**config.mk**
```make
export PLATFORM = sky130hd
export DESIGN_NAME = edge_cfg_sched
export DESIGN_NICKNAME = d
export VERILOG_FILES = /design/src/rtl/edge_cfg_sched.sv
export SDC_FILE = /design/constraint.sdc
export NUM_CORES = 1
export LEC_CHECK = 0
export CAP_MARGIN = 10
export CORE_MARGIN = 2
export CORE_UTILIZATION = 30
export DETAILED_ROUTE_END_ITERATION = 8
export PLACE_DENSITY = 0.68
export SLEW_MARGIN = 20
export SYNTH_ARGS = -nofsm -noshare
export SYNTH_HDL_FRONTEND = slang
export SYNTH_SLANG_ARGS = --single-unit
```
**constraint.sdc**
```tcl
create_clock -name clk -period 5.2 [get_ports clk]
set_input_delay 0.78 -clock clk [delete_from_list [all_inputs] [get_ports clk]]
set_output_delay 0.78 -clock clk [all_outputs]
set_load 0.01 [all_outputs]
```
**src/rtl/edge_cfg_sched.sv**
```systemverilog
// -----------------------------------------------------------------------------
// edge_cfg_sched
//
// Frame-synchronous configuration scheduler for the edge-detect/cartoon
// pipeline. Filter-mode change requests from the control decoder are accepted
// over a valid/ready handshake and held until the next frame start. At that
// frame start the new filt_sel/en are driven into the pipeline. The output mux
// is then held on the pass-through path for FLUSH_LINES line starts while the
// Gaussian/Sobel line buffers refill with data filtered under the new mode.
//
// Parameters
//   FLUSH_LINES  lines of pass-through after a config change (1..15)
//   RST_FILT     filt_sel value loaded at reset
//
// Ports
//   clk        in   pixel clock, rising edge
//   rst        in   asynchronous active-low reset
//   x_count    in   horizontal pixel counter, 0 = first pixel of a line
//   col        in   line counter, 0 = first line of a frame
//   req_valid  in   a config request is presented
//   req_filt   in   requested filter select
//   req_en     in   requested edge enable
//   req_ready  out  request accepted on a cycle with req_valid && req_ready
//   filt_sel   out  applied filter select
//   en         out  applied edge enable
//   use_pass   out  1 = downstream mux selects pass_thru
//   applied    out  one-cycle pulse when a config becomes live
//   busy       out  high in any state other than RUN
//   state_dbg  out  current FSM state, for debug and checkers
// -----------------------------------------------------------------------------
module edge_cfg_sched #(
  parameter int         FLUSH_LINES = 4,
  parameter logic [3:0] RST_FILT    = 4'h0
) (
  input  logic        clk,
  input  logic        rst,
  input  logic [12:0] x_count,
  input  logic [12:0] col,
  input  logic        req_valid,
  input  logic [3:0]  req_filt,
  input  logic        req_en,
  output logic        req_ready,
  output logic [3:0]  filt_sel,
  output logic        en,
  output logic        use_pass,
  output logic        applied,
  output logic        busy,
  output logic [1:0]  state_dbg
);

  typedef enum logic [1:0] {
    WAIT_FRAME = 2'd0,
    FLUSH      = 2'd1,
    RUN        = 2'd2,
    PENDING    = 2'd3
  } state_t;

  localparam logic [3:0] FLUSH_CNT = FLUSH_LINES[3:0];

  state_t      state_q, state_d;
  logic [12:0] x_prev_q;
  logic [3:0]  line_cnt_q, line_cnt_d;
  logic [3:0]  pend_filt_q, pend_filt_d;
  logic        pend_en_q, pend_en_d;
  logic [3:0]  filt_q, filt_d;
  logic        en_q, en_d;
  logic        applied_q, applied_d;

  logic        ls;
  logic        fs;
  logic        handshake;
  logic        cfg_differs;

  // Line start is a wrap of the pixel counter back to zero. Comparing against
  // the previous cycle means a counter parked at zero only strobes once.
  assign ls = (x_prev_q != 13'd0) && (x_count == 13'd0);
  assign fs = ls && (col == 13'd0);

  // Handshake: a transfer happens on any cycle where req_valid && req_ready
  // are both high. req_ready is a decode of the state register, so it is
  // stable for the whole cycle and drops on the cycle after a transfer; the
  // requester may change or hold req_filt/req_en freely while req_ready is low.
  assign handshake = req_valid && req_ready;

  assign cfg_differs = ({pend_filt_q, pend_en_q} != {filt_q, en_q});

  always_comb begin
    state_d     = state_q;
    line_cnt_d  = line_cnt_q;
    pend_filt_d = pend_filt_q;
    pend_en_d   = pend_en_q;
    filt_d      = filt_q;
    en_d        = en_q;
    applied_d   = 1'b0;

    unique case (state_q)
      WAIT_FRAME: begin
        if (fs) begin
          state_d    = FLUSH;
          line_cnt_d = 4'd0;
        end
      end

      FLUSH: begin
        // The fs that brought us here was consumed by the transition, so only
        // later line starts (including later frame starts) are counted.
        if (ls) begin
          line_cnt_d = line_cnt_q + 4'd1;
          if (line_cnt_q + 4'd1 == FLUSH_CNT) begin
            state_d   = RUN;
            applied_d = 1'b1;
          end
        end
      end

      RUN: begin
        // A request arriving together with fs is parked; it waits for the
        // following frame start so the current frame is never disturbed.
        if (handshake) begin
          pend_filt_d = req_filt;
          pend_en_d   = req_en;
          state_d     = PENDING;
        end
      end

      PENDING: begin
        if (fs) begin
          if (cfg_differs) begin
            filt_d     = pend_filt_q;
            en_d       = pend_en_q;
            line_cnt_d = 4'd0;
            state_d    = FLUSH;
          end else begin
            // Nothing changes in the pipeline, so the line buffers stay valid
            // and no flush is needed.
            applied_d = 1'b1;
            state_d   = RUN;
          end
        end
      end

      default: begin
        state_d = WAIT_FRAME;
      end
    endcase
  end

  always_ff @(posedge clk or negedge rst) begin
    if (!rst) begin
      state_q     <= WAIT_FRAME;
      x_prev_q    <= 13'd0;
      line_cnt_q  <= 4'd0;
      pend_filt_q <= 4'd0;
      pend_en_q   <= 1'b0;
      filt_q      <= RST_FILT;
      en_q        <= 1'b0;
      applied_q   <= 1'b0;
    end else begin
      state_q     <= state_d;
      x_prev_q    <= x_count;
      line_cnt_q  <= line_cnt_d;
      pend_filt_q <= pend_filt_d;
      pend_en_q   <= pend_en_d;
      filt_q      <= filt_d;
      en_q        <= en_d;
      applied_q   <= applied_d;
    end
  end

  // All outputs come straight from registers or decodes of the state register.
  assign req_ready = (state_q == RUN);
  assign use_pass  = (state_q == WAIT_FRAME) || (state_q == FLUSH);
  assign busy      = (state_q != RUN);
  assign filt_sel  = filt_q;
  assign en        = en_q;
  assign applied   = applied_q;
  assign state_dbg = state_q;

endmodule

```
==> flow_summary.toml <==
[global_route]
grt_use_met2_pct = 22.74
grt_pass1_wl_um = 4671
gr-usage-met3_pct = 3.989
grt_pass1_vias = 1132
grt_most_used_layer = "met2"
grt_usage_pct = 11.89
met1_usage_pct = 11.39
grt.overflow.total = 0
grt_max_degree = 31
antenna_found_initial = 0

[logic_synthesis]
syn-mean-instance-area_um2 = 12.41
syn_inst = 108
synth_area_leader_cell = "dfrtp_1"
netlist_top_cells_area = "dfrtp_1 (56%), mux2_2 (8.4%), nor4_1 (2.3%)"
synthesis.nets = 144
ys_warn_count = 0
seq_area_frac_synth_pct = 56.02
ys_async_sr_fraction_pct = 100.0
syn_area_um2 = 1340
synth-seq-cells = 30
synth_enable_flop_cells = 0
synth_top_flop_cell = "dfrtp_1"
yosys.area.top_type_share_pct = 56.02
ys_types = 35

[final_layout]
area_growth_pct = 43.32
drive_gt1_share_pct = 16.67
nets = 191
final_cell_count_no_fill = 208
final_common_cell = "clkdlybuf4s50_1"
num_antenna_cells = 0
final_cell_mix = "clkdlybuf4s50_1 (44), dfrtp_1 (30), mux2_2 (10)"

[clock_network]
cts_root_buf = "clkbuf_8"
cts_resized = 0
cts_buffers = 5
cts_max_level = 2
tritoncts = "built"
cts_setup_buffers = 0
cts_buffer_depth = 2
cts.hold.buffers_added = 0
worst_skew_pair.late_latency_ns = 0.28
clock-sinks = 30
path_clk_slew_ns = 0.06

[routing]
detail-route-antenna-nets = 0
dr.pass1.iters = 4
detailroute.via_count = 1016
post-route-drc-count = 0
drtIter0Drc = 7
routedWlPerCell_um = 12.98
routed_wl_um = 2700
vias_per_cell = 4.885

[placement]
dp_hpwl_um = 2155
post-place-cells = 200
gp_congestion = 0.7464
port-buffer-count = 44

[outcome]
status = "finished, final reports clean"

[worst_setup_path]
cp.arrival_ns = 3.19
path_class = "in -> reg"
start_kind = "primary input"
crit_path_max_fanout = 11
rr_worst_depth = 5
cpMaxStageDelayCell = "a31oi_1"
path_depth = 6
cp_top_family = "simple AND/OR/NAND/NOR gates"
reg2reg_from = "x_prev_q[3]"
r2r_slack_ns = 3.04
crit_path_end = "filt_sel[1]"
cp_cell_sequence = "clkdlybuf4s50_1, nor4_1, nand4_1, a31oi_1, and4_1, mux2_2"
worst_setup_path_end_kind = "flip-flop"
r2r-end = "filt_sel[1]"
critPathMaxStageDelay_ns = 0.71
critPathLaunch = "x_count[1]"
path_buf_inv = 1
cp.required_ns = 5.36

[job]
maxCapViolCount = 0

[floorplanning]
initial_utilization_pct = 30.99
rows = 24
die_x_um = 70.84
die-area_um2 = 5018
core_area_um2 = 4324
dieHeight_um = 70.84
ioPinCount = 45

[sta]
tightestPinTransition_ns = 0.9458
period_minus_slack_ns = 3.031
period_share_pct = 58.28
hold_viol = 0
skew_ns = 0.005996
drv_slew = 0
fmax_mhz = 330.0
fin_tns_setup_ns = 0
finalSetupViolCount = 0
relSlewSlack_pct = 36.65
rsz0062_at_grt = "false"

[power_and_ir_drop]
peakVddDrop_uv = 199.6
cellPowerDensity_nw_per_um2 = 241.4
power_w = 0.0004635
p_leak_nw = 0.8913

[min_path]
holdCritPathClass = "reg -> reg"
sequential cells by signal, summed over array words and instances, names as in the netlist:
signal       flops
applied          1
filt_sel         4
x_prev_q        13
pend_en_q        1
state_dbg        2
en               1
line_cnt_q       4
pend_filt_q      4
cell usage after synthesis, drive strengths merged (3+ instances only):
cell,count
a31oi,3
nor2,5
nor4,5
nand2,4
clkbuf,3
xor2,3
nand3,3
nor3,6
mux2,12
dfrtp,30
final cells by class:
| class | count | area (um^2) |
|---|---|---|
| timing repair buffer | 45 | 447.9 |
| clock inverter | 2 | 12.51 |
| sequential | 30 | 750.7 |
| fill | 405 | 2404 |
| clock buffer | 6 | 82.58 |
| multi-input combinational | 71 | 554.3 |
| tap | 52 | 65.06 |
| inverter | 2 | 7.507 |
metrics by stage:
step	utilization (%)	hold WS (ns)	area (um^2)	worst slack, ns
finish	44.42	0.5525	1921	2.169
global route	44.42	0.5795	1921	1.969
CTS	44.42	0.5561	1921	2.176
detailed placement	42.22	0.5412	1826	1.869
global placement	42.22	0.5293	1826	1.953
floorplan	-	0.4844	1340	3.021
where the power goes:
part	leakage [nW]	internal [W]	switching (W)
registers	0.389	0.000239	0.00000150
clock network	0.0472	0.000106	0.0000841
logic	0.455	0.0000234	0.00000996
per-layer routing:
| layer | routed length [um] | up-vias |
|---|---|---|
| li1 | - | 489 |
| met1 | 1045 | 494 |
| met2 | 1473 | 28 |
| met3 | 149 | 5 |
| met4 | 32 | 0 |
| met5 | 0 | - |
kinds of logic after synthesis:
kind of cell | count (synthesis) | synth area share, %
simple gates | 37 | 16.25
flops | 30 | 56.02
compound gates | 15 | 9.337
mux | 12 | 10.64
buf+inv | 7 | 2.614
xor+xnor | 5 | 3.269
fa+ha+maj | 2 | 1.867
worst min path at each step:
stage	startpoint	slack (ns)	depth (start not counted)	end
after floorplan	rst	0.48	0	applied
after detailed placement	pend_filt_q[3]	0.54	1	pend_filt_q[3]
after CTS	pend_filt_q[3]	0.56	1	pend_filt_q[3]
final	pend_filt_q[3]	0.55	1	pend_filt_q[3]
after global routing	pend_filt_q[2]	0.58	1	filt_sel[2]
after global placement	pend_filt_q[1]	0.53	1	filt_sel[1]
Power figures use the tool's default switching activity.
